`src/rtl/pulse_seq_ctrl.sv`:
```
// rtl/pulse_seq_ctrl.sv - double-pulse shot sequencer: edge/period/repeat registers, trigger FSM, progress flags
// Optional registered gate window is built only when PULSE_SEQ_GATE_EN is defined.
module pulse_seq_ctrl #(
  parameter int TW      = 32,
  parameter int RW      = 16,
  parameter int TRIG_HI = 2
) (
  input  logic          clk,
  input  logic          rst_n,
  input  logic          cfg_we,
  input  logic [2:0]    cfg_addr,
  input  logic [31:0]   cfg_wdata,
  input  logic          cmd_start,
  input  logic          cmd_abort,
  output logic [TW-1:0] p_start1,
  output logic [TW-1:0] p_end1,
  output logic [TW-1:0] p_start2,
  output logic [TW-1:0] p_end2,
  output logic          trig,
  output logic          busy,
  output logic          done,
  output logic          err,
  output logic [RW-1:0] shot_cnt,
  output logic          gate
);

  typedef enum logic [1:0] {ST_IDLE, ST_ARM, ST_RUN, ST_DONE} state_t;

  // All-ones is never reached by the generator's counter, so its output stays low.
  localparam logic [TW-1:0] PARK = '1;

  state_t        state_q, state_d;

  logic [TW-1:0] cfg_start1_q, cfg_start1_d;
  logic [TW-1:0] cfg_end1_q, cfg_end1_d;
  logic [TW-1:0] cfg_start2_q, cfg_start2_d;
  logic [TW-1:0] cfg_end2_q, cfg_end2_d;
  logic [TW-1:0] cfg_period_q, cfg_period_d;
  logic [RW-1:0] cfg_repeat_q, cfg_repeat_d;

  logic [TW-1:0] p_start1_q, p_start1_d;
  logic [TW-1:0] p_end1_q, p_end1_d;
  logic [TW-1:0] p_start2_q, p_start2_d;
  logic [TW-1:0] p_end2_q, p_end2_d;
  logic [TW-1:0] period_q, period_d;
  logic [RW-1:0] repeat_q, repeat_d;

  logic [TW-1:0] tc_q, tc_d;
  logic [RW-1:0] shot_q, shot_d;
  logic          err_q, err_d;
  logic          busy_w;
  logic          cfg_ok;

  assign busy_w = (state_q == ST_ARM) || (state_q == ST_RUN);

  assign cfg_ok = (cfg_start1_q < cfg_end1_q) && (cfg_end1_q < cfg_start2_q) &&
                  (cfg_start2_q < cfg_end2_q) && (cfg_end2_q < cfg_period_q) &&
                  (cfg_repeat_q != '0);

  always_comb begin
    cfg_start1_d = cfg_start1_q;
    cfg_end1_d   = cfg_end1_q;
    cfg_start2_d = cfg_start2_q;
    cfg_end2_d   = cfg_end2_q;
    cfg_period_d = cfg_period_q;
    cfg_repeat_d = cfg_repeat_q;
    if (cfg_we && !busy_w) begin
      case (cfg_addr)
        3'd0:    cfg_start1_d = cfg_wdata[TW-1:0];
        3'd1:    cfg_end1_d   = cfg_wdata[TW-1:0];
        3'd2:    cfg_start2_d = cfg_wdata[TW-1:0];
        3'd3:    cfg_end2_d   = cfg_wdata[TW-1:0];
        3'd4:    cfg_period_d = cfg_wdata[TW-1:0];
        3'd5:    cfg_repeat_d = cfg_wdata[RW-1:0];
        default: ;
      endcase
    end
  end

  always_comb begin
    state_d    = state_q;
    tc_d       = tc_q;
    shot_d     = shot_q;
    err_d      = 1'b0;
    p_start1_d = p_start1_q;
    p_end1_d   = p_end1_q;
    p_start2_d = p_start2_q;
    p_end2_d   = p_end2_q;
    period_d   = period_q;
    repeat_d   = repeat_q;
    case (state_q)
      ST_IDLE: begin
        if (cmd_start && !cmd_abort) begin
          if (cfg_ok) begin
            p_start1_d = cfg_start1_q;
            p_end1_d   = cfg_end1_q;
            p_start2_d = cfg_start2_q;
            p_end2_d   = cfg_end2_q;
            period_d   = cfg_period_q;
            repeat_d   = cfg_repeat_q;
            shot_d     = '0;
            tc_d       = '0;
            state_d    = ST_ARM;
          end else begin
            err_d = 1'b1;
          end
        end
      end
      ST_ARM: begin
        // tc doubles as the trigger-high counter while armed
        if (tc_q == TW'(TRIG_HI - 1)) begin
          tc_d    = '0;
          state_d = ST_RUN;
        end else begin
          tc_d = tc_q + 1'b1;
        end
      end
      ST_RUN: begin
        if (tc_q == period_q - 1'b1) begin
          shot_d = shot_q + 1'b1;
          tc_d   = '0;
          if (shot_d == repeat_q) begin
            state_d    = ST_DONE;
            p_start1_d = PARK;
            p_end1_d   = PARK;
            p_start2_d = PARK;
            p_end2_d   = PARK;
          end else begin
            state_d = ST_ARM;
          end
        end else begin
          tc_d = tc_q + 1'b1;
        end
      end
      ST_DONE: state_d = ST_IDLE;
      default: state_d = ST_IDLE;
    endcase
    if (cmd_abort && (state_q != ST_IDLE)) begin
      state_d    = ST_IDLE;
      tc_d       = tc_q;
      shot_d     = shot_q;
      p_start1_d = PARK;
      p_end1_d   = PARK;
      p_start2_d = PARK;
      p_end2_d   = PARK;
    end
  end

  always_ff @(posedge clk or negedge rst_n) begin
    if (!rst_n) begin
      state_q      <= ST_IDLE;
      cfg_start1_q <= '0;
      cfg_end1_q   <= '0;
      cfg_start2_q <= '0;
      cfg_end2_q   <= '0;
      cfg_period_q <= '0;
      cfg_repeat_q <= '0;
      p_start1_q   <= PARK;
      p_end1_q     <= PARK;
      p_start2_q   <= PARK;
      p_end2_q     <= PARK;
      period_q     <= '0;
      repeat_q     <= '0;
      tc_q         <= '0;
      shot_q       <= '0;
      err_q        <= 1'b0;
    end else begin
      state_q      <= state_d;
      cfg_start1_q <= cfg_start1_d;
      cfg_end1_q   <= cfg_end1_d;
      cfg_start2_q <= cfg_start2_d;
      cfg_end2_q   <= cfg_end2_d;
      cfg_period_q <= cfg_period_d;
      cfg_repeat_q <= cfg_repeat_d;
      p_start1_q   <= p_start1_d;
      p_end1_q     <= p_end1_d;
      p_start2_q   <= p_start2_d;
      p_end2_q     <= p_end2_d;
      period_q     <= period_d;
      repeat_q     <= repeat_d;
      tc_q         <= tc_d;
      shot_q       <= shot_d;
      err_q        <= err_d;
    end
  end

`ifdef PULSE_SEQ_GATE_EN
  logic gate_q, gate_d;

  // Looks at next-cycle state/tc so the flop lines up with the generator's window.
  always_comb begin
    gate_d = (state_d == ST_RUN) && (tc_d >= p_start1_q) && (tc_d <= p_end2_q);
  end

  always_ff @(posedge clk or negedge rst_n) begin
    if (!rst_n) gate_q <= 1'b0;
    else        gate_q <= gate_d;
  end

  assign gate = gate_q;
`else
  assign gate = 1'b0;
`endif

  assign trig     = (state_q == ST_ARM);
  assign busy     = busy_w;
  assign done     = (state_q == ST_DONE);
  assign err      = err_q;
  assign shot_cnt = shot_q;
  assign p_start1 = p_start1_q;
  assign p_end1   = p_end1_q;
  assign p_start2 = p_start2_q;
  assign p_end2   = p_end2_q;

endmodule

```
`config.mk`:
```
export PLATFORM = sky130hd
export DESIGN_NAME = pulse_seq_ctrl
export DESIGN_NICKNAME = d
export VERILOG_FILES = /design/src/rtl/pulse_seq_ctrl.sv
export SDC_FILE = /design/constraint.sdc
export NUM_CORES = 1
export LEC_CHECK = 0
export ABC_CLOCK_PERIOD_IN_PS = 3500
export BUFFER_PORTS_ARGS = -buffer_cell sky130_fd_sc_hd__buf_2
export CORE_MARGIN = 5
export CORE_UTILIZATION = 40
export DETAILED_ROUTE_END_ITERATION = 6
export GPL_TIMING_DRIVEN = 0
export PLACE_DENSITY_LB_ADDON = 0.25
export SLEW_MARGIN = 20
export SYNTH_ARGS = -nofsm -noshare
export SYNTH_HDL_FRONTEND = slang
export SYNTH_SLANG_ARGS = --single-unit
```
`constraint.sdc`:
```
create_clock -name clk -period 3.5 [get_ports clk]
set_clock_uncertainty 0.1 [all_clocks]
set_input_delay 0.7 -clock clk [delete_from_list [all_inputs] [get_ports clk]]
set_output_delay 0.7 -clock clk [all_outputs]
set_load 0.05 [all_outputs]
```
Yosys cells after proc, flatten, opt, wreduce, memory -nomap -nowiden
Index checks and enable logic that the tools add are counted.
{ "op_classes": {"n_bitwise": 1, "n_addsub": 3, "reduce_logical": 28, "eq_ne": 19, "n_lt_le_gt_ge": 4, "n_mux": 37} }
{ "ops": {"columns": ["cell", "n"], "rows": [
  ["2-to-1 mux 32 bit", 18],
  ["case mux 32 bit (2 select lines)", 4],
  ["< comparator 32 bit", 4],
  ["case mux 32 bit (3 select lines)", 1],
  ["2-to-1 mux 16 bit", 3],
  ["adder 32 x 1 -> 32 bit, second input constant", 1],
  ["equality test 32 x 1 -> 1 bit, second input constant", 1],
  ["equality test 32 bit", 1],
  ["case mux 16 bit (2 select lines)", 1],
  ["subtractor 32 x 1 -> 32 bit, second input constant", 1],
  ["adder 16 x 1 -> 16 bit, second input constant", 1],
  ["equality test 16 bit", 1],
  ["nonzero test 16 bit", 1],
  ["2-to-1 mux 2 bit", 6],
  ["AND reduction 2 bit", 6],
  ["AND reduction 5 bit", 2],
  ["!= test 3 x 1 -> 1 bit, second input constant", 3],
  ["case mux 2 bit (4 select lines)", 1],
  ["AND reduction 4 bit", 2],
  ["logical AND 1 bit", 7],
  ["equality test 3 x 2 -> 1 bit, second input constant", 2],
  ["equality test 3 bit, second input constant", 2],
  ["!= test 3 bit, second input constant", 2],
  ["nonzero test 3 bit", 2],
  ["other kinds (13)", 19]
]} }
{ "totals": {"output_inout_bits": 149, "wordCells": 108, "register_bits": 403} }

Logic depth before layout (Yosys ltp)
{ "logic_depth": {"word_depth": 9, "mapped_depth": 13} }

Worst setup path after synthesis
No wires, ideal clock.
{ "synth_timing": {"kind": "reg2reg", "from": "register period_q[13]", "to": "register p_end1_q[0] (netlist: p_end1[0])", "slack_ns": 0.066, "required_ns": 3.327, "setup_ns": 0.073, "synth_period_minus_slack_ns": 3.434, "t_arrival_ns": 3.261, "stages_incl_launch_ff": 13, "cell_sequence": "dfrtp_1 > clkbuf_1 > or4_1 > o31a_1 > or3_1 > or4_1 > nor4_1 > nand4_1 > a211oi_2 > buf_4 > buf_6 > nor2_1 > a21oi_1"} }
{ "synth_between": {"elab_chain_len": 4} }
{ "synth_rtl": {"columns": ["item", "line", "text"], "rows": [
  ["start, declared", "45", "logic [TW-1:0] period_q, period_d;"],
  ["start signal, assigned", "179", "period_q <= period_d;"],
  ["subtractor 32 x 1 -> 32 bit", "119", "if (tc_q == period_q - 1'b1) begin"],
  ["equality test 32 bit", "119", null],
  ["!= test 3 x 1 -> 1 bit (no source line)", null, null],
  ["AND reduction 5 bit (no source line)", null, null],
  ["end signal, assigned", "176", "p_end1_q <= p_end1_d;"],
  ["end, declared", "42", "logic [TW-1:0] p_end1_q, p_end1_d;"]
]} }
Every way passes these cells.
A chain may end at the register's enable or synchronous reset.

Worst setup path in the final report
{ "layout_timing": {"from": "register period_q[13]", "to": "register p_start2_q[29] (netlist: p_start2[29])"} }
{ "layout_between": {"elab_chain_len": 4} }
{ "layout_rtl": {"columns": ["item", "line", "text"], "rows": [
  ["subtractor 32 x 1 -> 32 bit", "119", null],
  ["equality test 32 bit", "119", null],
  ["!= test 3 x 1 -> 1 bit (no source line)", null, null],
  ["AND reduction 5 bit (no source line)", null, null],
  ["end signal, assigned", "177", "p_start2_q <= p_start2_d;"],
  ["end, declared", "43", "logic [TW-1:0] p_start2_q, p_start2_d;"]
]} }
Every way passes these cells.

==> results.cfg <==
[status]
outcome = finished, violations left
violations = setup timing

[cells_and_area]
stdcell_area_sq_um = 26500
area_growth_pct = 23.0
drive_gt1_share_pct = 29.9
utilization_pct = 49.4
nets = 2709

[placed_design]
hpwlAfterDp_um = 52200
place_area_sq_um = 23400
gp_routability_congestion = 0.903
numPortBuffers = 186

[flow_run]
cap_violations = 0

[yosys]
ys_ff_latch = 403
synth_compound_area_share_pct = 12.6
synthXorXnorAreaFrac_pct = 2.20
ys_warn_count = 0
synth_cell_type_count = 79
syn-mean-instance-area_sq_um = 9.51
synth_top_family_by_area = simple AND/OR/NAND/NOR gates
synth_simple_gate_area_share_pct = 17.2
synth_seq_area_share_pct = 47.6
synth_mux_area_share_pct = 7.44
syn_inst = 2262
synthAdderAreaFrac_pct = 7.68
syn_area_sq_um = 21500
syn-num-nets = 2434
async_reset_ff_share_pct = 100
synth-main-ff-cell = dfrtp_1
synth-edff-count = 0

[timing]
final_hold_viol_count = 0
fmax_mhz = 268
final-setup-viol-count = 159
rsz0062_at_grt = true
tightest_slew_ps = 828
fin_crit_sh_pct = 107
setup_tns_ps = -24760
drv_slew = 0
relSlewSlack_pct = 44.8
fin_ws_ps = -236
post-route-min-period_ps = 3740

[grt]
grt_max_degree = 95
grt_usage_pct = 23.0
grt_pass1_vias = 18100
grt_pass1_wl_um = 107000
overflow = 0
antenna_found_initial = 1

[cts]
clk_latency_ps = 600
cts_buffers = 47
cts_buffer_depth = 3
cts_tree = done
htree_num_levels = 2
cts.clk_slew.worst_paths_ps = 60
cts_sinks = 403
root_buffer = clkbuf_16

[detailed_routing]
dr_total_vias = 18300
drcViolationCount = 0
ant_nets = 0
viasPerCell = 5.59
wirelength_um = 70600
dr.first_iter.drc_count = 1281
dr.pass1.iters = 5
post_drt_wl_per_cell_um = 21.6

[floorplanning]
die_h_um = 242
ioPinCount = 189
fp-row-count = 85
dieArea_sq_um = 58500
initial_utilization_pct = 40.1
dieWidth_um = 242
core_sq_um = 53600

[setup_path]
worstPathMaxFanout = 10
crit_required_ps = 3900
startpoint_type = flip-flop
worst-setup-path-type = reg -> reg
endpoint_kind = flip-flop
arrival_ps = 4140

[min_path]
hold_path.class = in -> reg
## path summary, 6_finish.rpt
path,from,end,slack [ps],cells after the start
hold / removal,cfg_wdata[31],cfg_start2_q[31],290,3
max in group asynchronous,rst_n,p_end2[6],1430,4
hold reg to reg,p_start2[13],p_start2[13],400,2
setup / recovery,period_q[13],p_start2[29],-240,12
min in group asynchronous,rst_n,shot_cnt[0],560,2
setup reg to reg,period_q[13],p_start2[29],-240,12
## cell usage after synthesis, types with 7 or more instances
master / count / area (sq um)
nor2_1: 308 / 1160
dfrtp_1: 275 / 6880
nand2_1: 205 / 769
a21oi_1: 185 / 926
inv_1: 145 / 544
o21ai_0: 143 / 716
mux2_2: 136 / 1530
ha_1: 132 / 1650
dfstp_2: 128 / 3360
clkbuf_1: 83 / 312
nand3_1: 62 / 310
nand4_1: 46 / 288
nor4_1: 39 / 244
xnor2_1: 33 / 289
nor3_1: 32 / 160
xor2_1: 21 / 184
buf_2: 17 / 85.1
nand2b_1: 16 / 100
a21o_1: 15 / 113
or3_1: 14 / 87.6
a22o_1: 12 / 105
nor2b_1: 12 / 75.1
o31ai_1: 12 / 90.1
and4_1: 10 / 87.6
buf_6: 10 / 113
and3_1: 8 / 50.1
or4_1: 8 / 60.1
a2111oi_0: 7 / 61.3
a31oi_1: 7 / 43.8
buf_1: 7 / 26.3
mux2i_1: 7 / 70.1
o211ai_1: 7 / 52.6
o21a_1: 7 / 52.6
## worst max-delay path: stages (launching register included)
cell and delay [ps]:
dfrtp_2 430, or4_4 540, o31a_1 280, or3_1 370, or4_4 430, nor4_4 300
nand4_1 210, a211oi_4 250, buf_6 190, clkbuf_16 200, buf_8 150, nor2_1 50
a21oi_1 140
## cell type report
cell class	instances	area [sq um]
inverter	146	548
sequential	403	10300
tap	696	871
multi-input combinational	1588	10900
buffer	116	771
fill	5039	27100
clock inverter	20	236
antenna	1	2.50
timing repair buffer	235	1530
clock buffer	66	1330
## logic make-up after synthesis
| logic type | count (synthesis) |
|---|---|
| simple gates | 799 |
| compound gates | 459 |
| flops | 403 |
| buf+inv | 271 |
| mux | 143 |
| fa+ha+maj | 132 |
| xor+xnor | 54 |
| other cells | 1 |
## cell usage in the layout, fill, tap and decap left out, types with 12 or more instances in the layout
cell	instances
a21o_1	15
a21oi_1	137
a21oi_2	47
a22o_1	12
buf_2	186
buf_4	40
buf_6	14
clkbuf_1	75
clkbuf_16	52
dfrtp_1	266
dfstp_2	128
ha_1	131
inv_1	145
mux2_2	136
nand2_1	204
nand2b_1	15
nand3_1	62
nand4_1	46
nor2_1	266
nor2_2	13
nor2_4	30
nor3_1	28
nor4_1	28
o21ai_0	143
or3_1	13
xnor2_1	33
xor2_1	21
## through the flow
step           setup WS, ps  hold slack (ps)  instances
2_1_floorplan          65.8              304       2262
4_1_cts                -190              271       3262
3_5_place_dp          -1690              390       3148
6_report               -236              286       3271
3_3_place_gp          -6300              387       3144
5_1_grt                -326              290       3270
## per-layer routing
layer	wire length (um)	global-route usage [%]
met5	9	0
met4	2820	7.79
met3	3630	3.57
met2	34700	40.0
met1	29500	29.5
## registers in the layout, summed over array words and instances (netlist names), 32 cells and up
signal	flops
cfg_end2_q	32
tc_q	32
p_end1	32
cfg_period_q	32
p_start1	32
period_q	32
p_end2	32
cfg_start2_q	32
cfg_start1_q	32
p_start2	32
cfg_end1_q	32
## timing repair
item / CTS / global route
hold buffers: 1 / 0
endpoints found under the setup margin: 227 / 216
hold endpoints to repair: 57 / 0
buffers inserted: 34 / 4
pin swaps: 19 / 2
cloned: 1 / 5
resized for setup: 123 / 150
Power is left out: the tool's default activity adds up to more than one toggle a clock period on the data nets, which glitch-free logic cannot reach.
